`config.mk`:
```
export PLATFORM = sky130hd
export DESIGN_NAME = dna_loader
export DESIGN_NICKNAME = d
export VERILOG_FILES = /design/src/rtl/dna_loader.sv
export SDC_FILE = /design/constraint.sdc
export NUM_CORES = 1
export LEC_CHECK = 0
export CORE_ASPECT_RATIO = 1.4
export CORE_MARGIN = 5
export CORE_UTILIZATION = 48
export DETAILED_ROUTE_END_ITERATION = 16
export PLACE_DENSITY = 0.76
export SYNTH_ARGS = -nofsm -noshare
export SYNTH_HDL_FRONTEND = slang
export SYNTH_SLANG_ARGS = --single-unit
```
`constraint.sdc`:
```
create_clock -name clock -period 2.05 [get_ports clock]
set_clock_uncertainty 0.1 [all_clocks]
set_input_delay 0.615 -clock clock [delete_from_list [all_inputs] [get_ports clock]]
set_output_delay 0.615 -clock clock [all_outputs]
set_load 0.01 [all_outputs]
```
`src/rtl/dna_loader.sv`:
```
// Packs a serial 2-bit nucleotide stream eight-per-word into sequence memory,
// then hands the base address and length to the search engine.
module dna_loader #(
    parameter logic [15:0] MAX_NUC = 16'd4096
) (
    input  logic        clock,
    input  logic        reset,
    input  logic        start,
    input  logic [15:0] base_addr,
    input  logic        nuc_valid,
    input  logic [1:0]  nuc,
    input  logic        nuc_last,
    output logic        nuc_ready,
    output logic        mem_we,
    output logic [15:0] mem_addr,
    output logic [15:0] mem_wdata,
    output logic [15:0] dna_start,
    output logic [15:0] dna_length,
    output logic        search_ready,
    input  logic        search_done,
    output logic        busy,
    output logic        error
);

    typedef enum logic [2:0] {
        S_IDLE,
        S_LOAD,
        S_FLUSH,
        S_HANDOFF,
        S_WAIT
    } state_t;

    state_t      state_reg, state_next;
    logic [15:0] count_reg;
    logic [15:0] pack_reg;
    logic [15:0] base_reg;
    logic        mem_we_reg;
    logic [15:0] mem_addr_reg;
    logic [15:0] mem_wdata_reg;
    logic [15:0] dna_start_reg;
    logic [15:0] dna_length_reg;
    logic        error_reg;

    logic        accept;
    logic        full;
    logic [2:0]  slot;
    logic [15:0] pack_merged;
    logic [15:0] word_addr;

    assign accept    = (state_reg == S_LOAD) && nuc_valid;
    assign full      = (count_reg == MAX_NUC);
    assign slot      = count_reg[2:0];
    assign word_addr = base_reg + {3'b000, count_reg[15:3]};

    // Pack register with the incoming nucleotide dropped into the current slot.
    generate
        for (genvar gi = 0; gi < 8; gi++) begin : g_slot
            assign pack_merged[2*gi +: 2] = (slot == 3'(gi)) ? nuc : pack_reg[2*gi +: 2];
        end
    endgenerate

    always_comb begin
        state_next = state_reg;
        case (state_reg)
            S_IDLE:    if (start) state_next = S_LOAD;
            S_LOAD:    if (accept && nuc_last) state_next = S_FLUSH;
            S_FLUSH:   state_next = S_HANDOFF;
            S_HANDOFF: state_next = S_WAIT;
            S_WAIT:    if (search_done) state_next = S_IDLE;
            default:   state_next = S_IDLE;
        endcase
    end

    always_ff @(posedge clock) begin
        if (reset) begin
            state_reg      <= S_IDLE;
            count_reg      <= '0;
            pack_reg       <= '0;
            base_reg       <= '0;
            mem_we_reg     <= 1'b0;
            mem_addr_reg   <= '0;
            mem_wdata_reg  <= '0;
            dna_start_reg  <= '0;
            dna_length_reg <= '0;
            error_reg      <= 1'b0;
        end else begin
            state_reg  <= state_next;
            mem_we_reg <= 1'b0;
            case (state_reg)
                S_IDLE: begin
                    if (start) begin
                        base_reg  <= base_addr;
                        count_reg <= '0;
                        pack_reg  <= '0;
                        error_reg <= 1'b0;
                    end
                end
                S_LOAD: begin
                    if (accept) begin
                        if (full) begin
                            error_reg <= 1'b1;
                            // Partial word left over when the cap is not word aligned.
                            if (nuc_last && (slot != 3'd0)) begin
                                mem_we_reg    <= 1'b1;
                                mem_addr_reg  <= word_addr;
                                mem_wdata_reg <= pack_reg;
                            end
                        end else begin
                            count_reg <= count_reg + 16'd1;
                            if ((slot == 3'd7) || nuc_last) begin
                                mem_we_reg    <= 1'b1;
                                mem_addr_reg  <= word_addr;
                                mem_wdata_reg <= pack_merged;
                                pack_reg      <= '0;
                            end else begin
                                pack_reg <= pack_merged;
                            end
                        end
                    end
                end
                S_FLUSH: begin
                    dna_start_reg  <= base_reg;
                    dna_length_reg <= count_reg;
                end
                default: ;
            endcase
        end
    end

    assign nuc_ready    = (state_reg == S_LOAD);
    assign busy         = (state_reg != S_IDLE);
    assign search_ready = (state_reg == S_HANDOFF);
    assign mem_we       = mem_we_reg;
    assign mem_addr     = mem_addr_reg;
    assign mem_wdata    = mem_wdata_reg;
    assign dna_start    = dna_start_reg;
    assign dna_length   = dna_length_reg;
    assign error        = error_reg;

endmodule
```
==> summary.txt, run 1 <==
Tot Pwr = 6.31 mW
Starting Density = 49.3%
Data arrival, critical path = 2.32 ns
Post-synth ARST share = 0%
RSZ-0062 raised after global routing = true
Syn Nets = 689
Setup ws final = -0.0700 ns
Core Rows = 45
Fin. Hold Viols = 0
Gr usage total = 23.0%
Max-capacitance violation count = 0
GRT overflow = 0
CTS buffer count = 17
Number of synthesized flops with an enable pin = 0
CTS tree = built
Cell Pwr Density = 765 nW/um2
Post-synthesis register bit count = 117
Placed wire-length estimate = 10700 um
First-pass GRT wire length = 25200 um
CP Class = register to register
Leak = 3.29 nW
Max-slew violations = 0
Area growth, synth to finish = 53.3%
Chip width = 99.5 um
Routed Antenna Nets = 0
Layout cells sized above 1 = 27.2%
Routed WL per cell = 17.2 um
Via density = 5.64
Final worst path period share = 103%
# nets final = 858
Fmax = 0.472 GHz
Least-Margin Pin Slew = 0.684 ns
Longest Clk Path Bufs = 2
Initial antenna violation count = 0
Final Wtd Congestion = 0.914
# clock sinks = 117
Commonest cells post-synth = nand2_1, dfxtp_1, a21oi_1, nor2_1, clkbuf_1
Clk Latency, worst-skew pair = 0.41 ns
Distinct cells, synth = 54
Total number of vias = 5463
Hold Crit Class = register to register
H-tree Lvls = 4
YS warnings = 0
Worst IR Drop VDD = 0.628 mV
Most frequent cell after synthesis = nand2_1
Fin crit period = 2.12 ns
Largest driver fanout on the critical path = 3
Synth area leaders = dfxtp_1, nand2_1, a21oi_1, nor2_1, ha_1
Final Setup Violations = 5
Final TNS setup = -0.199 ns
Starting DRT DRC Count = 286
Number of global-route vias before repair = 5411
Die Ht = 135 um
Slew Limit Headroom = 54.4%
Kind of end point of the critical path = register
Largest net degree at the start of global routing = 37
Cell area after synthesis = 5390 um2
DR pass1 iterations = 5
Worst Setup Start Kind = register
Root buf cell = clkbuf_16
Fin util = 75.6%
Status = finished with violations
Core ar. = 10900 um2
Remaining DRCs = 0
ANT cells = 0
Mean post-synth cell area = 8.35 um2
Sequential share of the synthesized area = 43.5%
Port Buffers = 92
Required time worst endpoint = 2.25 ns
Fill cells = 730
Mapped Cells = 645
Synth top area share = 43.5%
Die area = 13500 um2
Top FF cell, synth = dfxtp_1
IO Count = 93
Synth area leader = dfxtp_1
Clk slew on worst S/H paths = 0.05 ns
Failing checks = setup timing
Routed WL = 16600 um
worst max-delay path, stage by stage (launching register included):
cell and delay (ns):
dfxtp_4 0.36, ha_4 0.16, inv_2 0.05, fa_2 0.20, nor2b_2 0.05, o31a_1 0.29
o31ai_2 0.26, a21oi_2 0.13, a311o_1 0.32, o211a_1 0.10
final timing paths:
check	cells after the start	slack [ns]	to	start
max	9	-0.07	mem_addr[14]$_SDFFE_PP0P_	count_reg[3]$_SDFFE_PP0P_
min	2	0.35	dna_length[3]$_SDFFE_PP0N_	dna_length[3]$_SDFFE_PP0N_
max reg2reg	9	-0.07	mem_addr[14]$_SDFFE_PP0P_	count_reg[3]$_SDFFE_PP0P_
min reg2reg	2	0.35	dna_length[3]$_SDFFE_PP0N_	dna_length[3]$_SDFFE_PP0N_
final cells by class:
cell class              count  area (um2)  share of cell area [%]
clock buffers              20         457                    5.53
inverters                   8        30.0                   0.364
repair buffers            194        1810                    21.9
multi-input cells         476        3200                    38.7
clock inverters            12         199                    2.41
well taps                 141         176                    2.14
flip-flops and latches    117        2390                    28.9
cells by family (layout without fill, tap and decap cells):
| family | Yosys count | count (layout) | synth area share [%] |
|---|---|---|---|
| xor gates and xnor gates | 20 | 20 | 3.25 |
| muxes | 17 | 17 | 3.18 |
| AOI/OAI and AO/OA | 147 | 147 | 16.2 |
| DFF | 117 | 117 | 43.5 |
| adders and majority gates | 20 | 20 | 4.79 |
| and+or+nand+nor | 272 | 272 | 24.5 |
| buffers and inverters | 52 | 234 | 4.53 |
power by group:
| group | internal [mW] | switching [mW] | total [mW] |
|---|---|---|---|
| Clock | 2.22 | 1.05 | 3.28 |
| Combinational | 0.335 | 0.341 | 0.676 |
| Sequential | 2.32 | 0.0437 | 2.36 |
| Total | 4.87 | 1.44 | 6.31 |
layer usage:
layer	GRT usage [%]	vias to the layer above	share of wire, %
met1	25.5	2625	38
met3	4.48	55	4.7
met2	41.4	199	53
met4	11.5	0	3.8
met5	0	-	0
li1	-	2584	-
metrics by stage:
step | cell area, um2 | setup WS [ns] | instances | hold slack [ns]
floorplan | 5410 | -0.0339 | 645 | 0.329
global placement | 7020 | -0.309 | 923 | 0.340
detailed placement | 7020 | -0.338 | 923 | 0.346
CTS | 7830 | -0.0358 | 958 | 0.353
global route | 8260 | -0.167 | 968 | 0.373
finish | 8260 | -0.0700 | 968 | 0.352
what timing repair did:
action                     4_1_cts  5_1_grt
pin swaps                       13       26
buffers inserted                 3       10
gates cloned                     0        1
hold buffers                     0        0
gates resized for setup         44       83
setup endpoints to repair       67       73
hold endpoints to repair         0        0
cell usage in the layout, fill, tap and decap left out, types with 4 or more instances in the layout:
| cell type | count |
|---|---|
| nand2_1 | 125 |
| dfxtp_1 | 98 |
| buf_4 | 91 |
| a21oi_1 | 77 |
| clkdlybuf4s50_1 | 73 |
| nor2_1 | 64 |
| xnor2_1 | 19 |
| clkbuf_16 | 18 |
| a211oi_1 | 17 |
| nor3_1 | 17 |
| mux2i_1 | 16 |
| dlymetal6s2s_1 | 14 |
| dfxtp_2 | 10 |
| ha_4 | 9 |
| dfxtp_4 | 9 |
| ha_1 | 8 |
| a211oi_2 | 6 |
| nand3_1 | 6 |
| buf_6 | 6 |
| inv_1 | 5 |
| nor2b_1 | 5 |
| and2_1 | 5 |
| a21oi_2 | 5 |
| o21ai_2 | 5 |
| o21ai_0 | 5 |
| bufinv_16 | 5 |
| nand2b_1 | 4 |
| nor4_2 | 4 |
| o21ai_1 | 4 |
| a32oi_1 | 4 |
| nand3b_1 | 4 |
| buf_12 | 4 |
Power figures use the tool's default switching activity.
==> inputs of run 2 (changes only) <==
--- a/config.mk
+++ b/config.mk
@@ -5,11 +5,13 @@
 export SDC_FILE = /design/constraint.sdc
 export NUM_CORES = 1
 export LEC_CHECK = 0
+export ABC_AREA = 1
+export CAP_MARGIN = 5
 export CORE_ASPECT_RATIO = 1.4
 export CORE_MARGIN = 5
-export CORE_UTILIZATION = 48
+export CORE_UTILIZATION = 50
 export DETAILED_ROUTE_END_ITERATION = 16
-export PLACE_DENSITY = 0.76
+export PLACE_DENSITY = 0.75
 export SYNTH_ARGS = -nofsm -noshare
 export SYNTH_HDL_FRONTEND = slang
 export SYNTH_SLANG_ARGS = --single-unit
==> constraint.sdc (replaced) <==
create_clock -name clock -period 2 [get_ports clock]
set_clock_uncertainty 0.1 [all_clocks]
set_input_delay 0.6 -clock clock [delete_from_list [all_inputs] [get_ports clock]]
set_output_delay 0.6 -clock clock [all_outputs]
set_load 0.01 [all_outputs]
==> run 2 against run 1 <==
The flow now finishes without violations. Sequential power increased by 11%. Worst hold slack improved by 0.0064 ns. Synthesized cell count increased by 32%. Critical path depth decreased by 8. Register-to-register slack improved by 0.20 ns. Critical path type is now register to output port. Critical endpoint is now mem_addr[11].
==> summary.txt, run 2 <==
Status = finished, final reports clean (was finished with violations)
Dpl cells = 1104 (was 923)
Final Setup Violations = 0 (was 5)
R2R cell count = 10 (was 9)
Synth area leaders = dfxtp_1, nand2_1, a21oi_1, o21ai_0, nor2_1 (was dfxtp_1, nand2_1, a21oi_1, nor2_1, ha_1)
Slew Limit Headroom = 75.3% (was 54.4%)
Finished Layout Cells = 1135 (was 968)
Crit path max-delay family = buffers and inverters (was compound AO/OA/AOI/OAI gates)
Top FF cell, synth = dfxtp_1 (unchanged)
Cell Pwr Density = 859 nW/um2 (was 765 nW/um2)
Data arrival, critical path = 1.28 ns (was 2.32 ns)
Synth top area share = 39.8% (was 43.5%)
GRT overflow = 0 (unchanged)
Largest net degree at the start of global routing = 61 (was 37)
ANT cells = 0 (unchanged)
Worst Hold Launch = mem_wdata[2]$_SDFFE_PP0P_ (was dna_length[3]$_SDFFE_PP0N_)
Switching Fraction = 27.7% (was 22.8%)
H-tree Lvls = 4 (unchanged)
Hold Path Stages = 2 (unchanged)
Sequential share of the synthesized area = 39.8% (was 43.5%)
Pint = 4.87 mW (about the same)
Total number of vias = 5933 (was 5463)
Hold buffer count at cts = 0 (unchanged)
Port Buffers = 92 (unchanged)
Largest driver fanout on the critical path = 2 (was 3)
Gr usage total = 24.3% (was 23.0%)
WHS Endpoint = mem_wdata[2]$_SDFFE_PP0P_ (was dna_length[3]$_SDFFE_PP0N_)
Syn Nets = 898 (was 689)
Fin crit period = 1.98 ns
Die Ht = 138 um (was 135 um)
# clock sinks = 117 (unchanged)
DR pass1 iterations = 5 (unchanged)
Fmax = 0.506 GHz
Kind of end point of the critical path = output port (was register)
Hold Crit Class = register to register (unchanged)
Worst Setup Start Kind = register (unchanged)
CP max stage delay = 0.54 ns (was 0.36 ns)
Mean post-synth cell area = 6.89 um2 (was 8.35 um2)
Core ar. = 11700 um2 (was 10900 um2)
Initial antenna violation count = 0 (unchanged)
Origin of the critical flop-to-flop path = count_reg[1]$_SDFFE_PP0P_ (was count_reg[3]$_SDFFE_PP0P_)
Max-slew violations = 0 (unchanged)
Post-CTS Setup Inserts = 0 (was 3)
Layout cells sized above 1 = 12.6% (was 27.2%)
Final Wtd Congestion = 0.961 (was 0.914)
Final TNS setup = 0 ns (was -0.199 ns)
Longest Clk Path Bufs = 2 (unchanged)
Required time worst endpoint = 1.30 ns (was 2.25 ns)
Commonest non-fill, non-tap cell in the layout = nand2_1 (unchanged)
Synth area leader = dfxtp_1 (unchanged)
Slowest CP cell = clkdlybuf4s50_1 (was dfxtp_4)
Core Rows = 47 (was 45)
Commonest cells post-synth = nand2_1, dfxtp_1, nor2_1, a21oi_1, o21ai_0 (was nand2_1, dfxtp_1, a21oi_1, nor2_1, clkbuf_1)
Placed wire-length estimate = 12200 um (was 10700 um)
Mapped Cells = 854 (was 645)
Cell area after synthesis = 5890 um2 (was 5390 um2)
Chip width = 102 um (was 99.5 um)
R2R Setup Slk = 0.13 ns (was -0.07 ns)
Post-synth ARST share = 0% (unchanged)
Starting Density = 50.3% (was 49.3%)
WHS = 0.358 ns (was 0.352 ns)
Reg-to-reg endpoint = pack_reg[8]$_SDFFE_PP0P_ (was mem_addr[14]$_SDFFE_PP0P_)
RSZ-0062 raised after global routing = false (was true)
Stages on worst setup path = 1 (was 9)
Die area = 14100 um2 (was 13500 um2)
Commonest non-fill, non-tap cells in the layout = nand2_1, dfxtp_1, nor2_1 (was nand2_1, dfxtp_1, buf_4)
CTS buffer count = 17 (unchanged)
Final worst path period share = 98.9%
Root buf cell = clkbuf_16 (unchanged)
Clk Latency, worst-skew pair = 0.42 ns (was 0.41 ns)
Crit-path cells = clkdlybuf4s50_1 (was ha_4, inv_2, fa_2, nor2b_2, o31a_1, o31ai_2, a21oi_2, a311o_1, o211a_1)
Most frequent cell after synthesis = nand2_1 (unchanged)
Tot Pwr = 6.74 mW (was 6.31 mW)
Distinct cells, synth = 35 (was 54)
First-pass GRT wire length = 27500 um (was 25200 um)
Fin util = 67.1% (was 75.6%)
Post-synthesis register bit count = 117 (unchanged)
Worst IR Drop VDD = 0.536 mV (was 0.628 mV)
Routed Antenna Nets = 0 (unchanged)
Least-Margin Pin Slew = 0.369 ns (was 0.684 ns)
WP buf/inv = 1 (unchanged)
Fill cells = 1021 (was 730)
Routed WL = 16500 um (was 16600 um)
IO Count = 93 (unchanged)
CP Class = register to output port (was register to register)
Routed WL per cell = 14.6 um (was 17.2 um)
Clk network pwr share = 44.6% (was 51.9%)
Remaining DRCs = 0 (unchanged)
Leak = 3.81 nW (was 3.29 nW)
NetSw = 1.87 mW (was 1.44 mW)
Flop pwr share = 38.9% (was 37.4%)
Area growth, synth to finish = 33.3% (was 53.3%)
Number of synthesized flops with an enable pin = 0 (unchanged)
Starting DRT DRC Count = 300 (was 286)
# nets final = 1020 (was 858)
Via density = 5.23 (was 5.64)
Max-capacitance violation count = 0 (unchanged)
YS warnings = 0 (unchanged)
Comb pwr share = 16.6% (was 10.7%)
Fin. Hold Viols = 0 (unchanged)
CTS tree = built (unchanged)
Clk slew on worst S/H paths = 0.06 ns (was 0.05 ns)
Number of global-route vias before repair = 5746 (was 5411)
-- run 2: layout make-up --
class / instances / area [um2] / area share, %
multi-input combinational: 614 / 3060 / 39.0
inverter: 86 / 323 / 4.11
sequential: 117 / 2350 / 29.9
timing repair buffer: 140 / 1350 / 17.2
clock inverter: 12 / 130 / 1.66
clock buffer: 19 / 453 / 5.77
tap: 147 / 184 / 2.34
-- run 2: cells by family after synthesis --
logic type / after synthesis / synth area share, %
simple gates: 374 / 26.9
compound gates: 209 / 18.3
buf+inv: 123 / 9.01
flops: 117 / 39.8
fa+ha+maj: 20 / 4.38
xor+xnor: 11 / 1.64
-- run 2: power groups by stage --
stage,Clock [mW],Combinational [mW],Sequential (mW)
after floorplan,0,0.624,2.68
final,3.00,1.12,2.62
after global placement,0,1.13,2.66
after global routing,3.15,1.24,2.64
after CTS,3.04,1.12,2.62
after detailed placement,0,1.15,2.66
-- run 2: worst max-delay path by stage --
stage	from	endpoint	slack (ns)
2_1_floorplan	count_reg[0]$_SDFFE_PP0P_	mem_addr[12]$_SDFFE_PP0P_	0.007
3_3_place_gp	nuc_last	mem_addr[14]$_SDFFE_PP0P_	-0.18
3_5_place_dp	nuc_last	mem_addr[15]$_SDFFE_PP0P_	-0.20
4_1_cts	mem_wdata[7]$_SDFFE_PP0P_	mem_wdata[7]	0.0006
5_1_grt	mem_addr[11]$_SDFFE_PP0P_	mem_addr[11]	0.0003
6_report	mem_addr[11]$_SDFFE_PP0P_	mem_addr[11]	0.02
-- run 2: worst reg2reg max path, stage by stage (launching register included) --
cell     delay, ns
dfxtp_2       0.35
inv_1         0.16
ha_4          0.19
nand3_2       0.10
nor2_2        0.12
nand2_2       0.13
nand2_2       0.10
nand2_1       0.08
buf_4         0.18
o21ai_0       0.18
nor2_1        0.06
-- run 2: repair_timing --
action,4_1_cts,5_1_grt
gates resized for setup,50,31
pin swaps,0,1
setup endpoints to repair,43,79
-- run 2: per-stage QoR --
| step | setup slack, ns | cell area (um2) |
|---|---|---|
| 2_1_floorplan | 0.00676 | 5890 |
| 3_3_place_gp | -0.184 | 7230 |
| 3_5_place_dp | -0.204 | 7230 |
| 4_1_cts | 0.000608 | 7760 |
| 5_1_grt | 0.000307 | 7850 |
| 6_report | 0.0225 | 7850 |
-- run 2: metal layers --
metal  wire length [um]  vias up  track usage, %
met1               6650     2685            27.4
met4                603        0            10.6
li1                   -     3013               -
met5                  0        -               0
met2               8420      191            43.0
met3                841       44            5.44
==> inputs of run 3 (changes only) <==
--- a/config.mk
+++ b/config.mk
@@ -8,10 +8,11 @@
 export ABC_AREA = 1
 export CAP_MARGIN = 5
 export CORE_ASPECT_RATIO = 1.4
-export CORE_MARGIN = 5
-export CORE_UTILIZATION = 50
+export CORE_MARGIN = 8
+export CORE_UTILIZATION = 49
 export DETAILED_ROUTE_END_ITERATION = 16
-export PLACE_DENSITY = 0.75
+export PLACE_DENSITY = 0.77
 export SYNTH_ARGS = -nofsm -noshare
 export SYNTH_HDL_FRONTEND = slang
 export SYNTH_SLANG_ARGS = --single-unit
+export TNS_END_PERCENT = 1
==> constraint.sdc (replaced) <==
create_clock -name clock -period 1.75 [get_ports clock]
set_clock_uncertainty 0.1 [all_clocks]
set_input_delay 0.525 -clock clock [delete_from_list [all_inputs] [get_ports clock]]
set_output_delay 0.525 -clock clock [all_outputs]
set_load 0.01 [all_outputs]
==> run 3 against run 2 <==
Critical endpoint is now search_ready. The run now ends with setup timing left. Via count up 3.3%. Wire length up 6.9%. Utilization up 4.0 points. Combinational power up 26%. Critical path type unchanged. Clock power up 15%. First-iteration DRC count up 36%. Total power up 17%. Sequential cell count unchanged.
==> summary.txt, run 3 (same netlist as run 2, synthesis figures left out) <==
Max-capacitance violation count = 0 (unchanged)
CTS tree = built (unchanged)
CTS buffer count = 17 (unchanged)
Layout cells sized above 1 = 21.1% (was 12.6%)
Total number of vias = 6128 (was 5933)
NetSw = 2.25 mW (was 1.87 mW)
Final worst path period share = 101%
Required time worst endpoint = 1.12 ns (was 1.30 ns)
Routed Antenna Nets = 0 (unchanged)
Final cell area excluding filler cells = 8360 um2 (was 7850 um2)
Commonest non-fill, non-tap cell in the layout = nand2_1 (unchanged)
Fin crit period = 1.77 ns
Setup ws final = -0.0217 ns (was 0.0225 ns)
Reg area = 2370 um2 (was 2350 um2)
Clk Latency, worst-skew pair = 0.41 ns (was 0.42 ns)
Commonest non-fill, non-tap cells in the layout = nand2_1, nor2_1, dfxtp_1 (was nand2_1, dfxtp_1, nor2_1)
Failing checks = setup timing
Hold Crit Class = register to register (unchanged)
Chip width = 109 um (was 102 um)
GRT overflow = 0 (unchanged)
Fin. Hold Viols = 0 (unchanged)
Longest Clk Path Bufs = 2 (unchanged)
DR pass1 iterations = 6 (was 5)
Remaining DRCs = 0 (unchanged)
Cell Pwr Density = 943 nW/um2 (was 859 nW/um2)
Starting DRT DRC Count = 409 (was 300)
Starting Density = 50.0% (was 50.3%)
Largest net degree at the start of global routing = 57 (was 61)
First-pass GRT wire length = 28000 um (was 27500 um)
# clock sinks = 117 (unchanged)
Comb pwr share = 17.8% (was 16.6%)
Fill cells = 940 (was 1021)
Flop pwr share = 38.2% (was 38.9%)
RSZ-0062 raised after global routing = true (was false)
# nets final = 1050 (was 1020)
Initial antenna violation count = 0 (unchanged)
Clk network pwr share = 44.0% (was 44.6%)
Gr usage total = 21.8% (was 24.3%)
Kind of end point of the critical path = output port (unchanged)
Pint = 5.63 mW (was 4.87 mW)
Area growth, synth to finish = 42.0% (was 33.3%)
Routed WL = 17700 um (was 16500 um)
Status = finished with violations (was finished, final reports clean)
Final Wtd Congestion = 0.953 (was 0.961)
Number of global-route vias before repair = 6017 (was 5746)
Multi-input logic area = 3350 um2 (was 3060 um2)
Core Rows = 47 (unchanged)
Placed wire-length estimate = 12100 um (was 12200 um)
Post-DP Area = 7450 um2 (was 7230 um2)
Core ar. = 11800 um2 (was 11700 um2)
Leak = 3.76 nW (was 3.81 nW)
Die area = 15800 um2 (was 14100 um2)
Via density = 5.26 (was 5.23)
IO Count = 93 (unchanged)
Slew Limit Headroom = 76.7% (was 75.3%)
Clk slew on worst S/H paths = 0.06 ns (about the same)
Worst Setup Start Kind = register (unchanged)
Routed WL per cell = 15.1 um (was 14.6 um)
Fmax = 0.564 GHz
Final Setup Violations = 3 (was 0)
Root buf cell = clkbuf_16 (unchanged)
Switching Fraction = 28.5% (was 27.7%)
Fin util = 71.0% (was 67.1%)
Die Ht = 146 um (was 138 um)
Max-slew violations = 0 (unchanged)
ANT cells = 0 (unchanged)
Data arrival, critical path = 1.15 ns (was 1.28 ns)
H-tree Lvls = 4 (unchanged)
Least-Margin Pin Slew = 0.348 ns (was 0.369 ns)
Worst IR Drop VDD = 0.806 mV (was 0.536 mV)
Port Buffers = 92 (unchanged)
CP Class = register to output port (unchanged)
Largest driver fanout on the critical path = 4 (was 2)
## run 3: cell types whose count changed in the layout (fill, tap and decap cells not counted), sizes merged
cell,change
buf,+31
inv,+3
clkinv,-1
dlymetal6s2s,-19
clkdlybuf4s50,-7
clkbuf,-2
dlygate4sd2,+26
## run 3: metal layers
metal / GRT usage, % / part of all wire, % / vias up
li1: - / - / 3066
met1: 24.2 / 40 / 2782
met2: 37.2 / 50 / 231
met3: 5.05 / 5.5 / 49
met4: 11.7 / 4.1 / 0
met5: 0 / 0 / -
## run 3: layout make-up
class | instances | share of cell area [%]
Clock inverter | 14 | 1.81
Sequential cell | 117 | 28.4
Inverter | 86 | 3.92
Tap cell | 147 | 2.20
Clock buffer | 18 | 5.26
Timing Repair Buffer | 170 | 18.3
Multi-Input combinational cell | 614 | 40.1
## run 3: final timing paths
| check | start | end | slack, ns | cells past startpoint |
|---|---|---|---|---|
| worst min-delay path | mem_wdata[5]$_SDFFE_PP0P_ | mem_wdata[5]$_SDFFE_PP0P_ | 0.36 | 2 |
| worst max register to register | count_reg[4]$_SDFFE_PP0P_ | mem_addr[15]$_SDFFE_PP0P_ | -0.01 | 12 |
| worst max-delay path | state_reg[2]$_SDFFE_PP0P_ | search_ready | -0.02 | 2 |
| worst min register to register | mem_wdata[5]$_SDFFE_PP0P_ | mem_wdata[5]$_SDFFE_PP0P_ | 0.36 | 2 |
## run 3: critical path: stages, from the launching register on
cell,delay [ns]
dfxtp_4,0.37
nor3_4,0.20
buf_2,0.16
## run 3: what timing repair did
| item | 4_1_cts | 5_1_grt |
|---|---|---|
| setup endpoints to repair | 93 | 65 |
| resized for setup | 96 | 95 |
| pin swaps | 3 | 12 |
| hold buffers | 0 | 0 |
| cloned | 0 | 1 |
| buffers inserted | 0 | 2 |
## run 3: metrics by stage
step | setup TNS, ns | total power, mW | instances | hold slack [ns] | setup slack, ns
CTS | -0.199 | 7.79 | 1163 | 0.365 | -0.0684
global placement | -17.62 | 4.36 | 1131 | 0.353 | -0.328
floorplan | 0 | 3.78 | 854 | 0.348 | 0.00542
detailed placement | -19.98 | 4.39 | 1131 | 0.358 | -0.352
finish | -0.0533 | 7.88 | 1166 | 0.363 | -0.0217
global route | -1.01 | 8.19 | 1166 | 0.394 | -0.0777
## run 3: power groups by stage
stage	clock network (mW)	registers, mW	logic, mW
finish	3.46	3.01	1.41
global route	3.62	3.03	1.54
CTS	3.50	2.99	1.30
detailed placement	0	3.04	1.35
global placement	0	3.04	1.32
floorplan	0	3.06	0.713
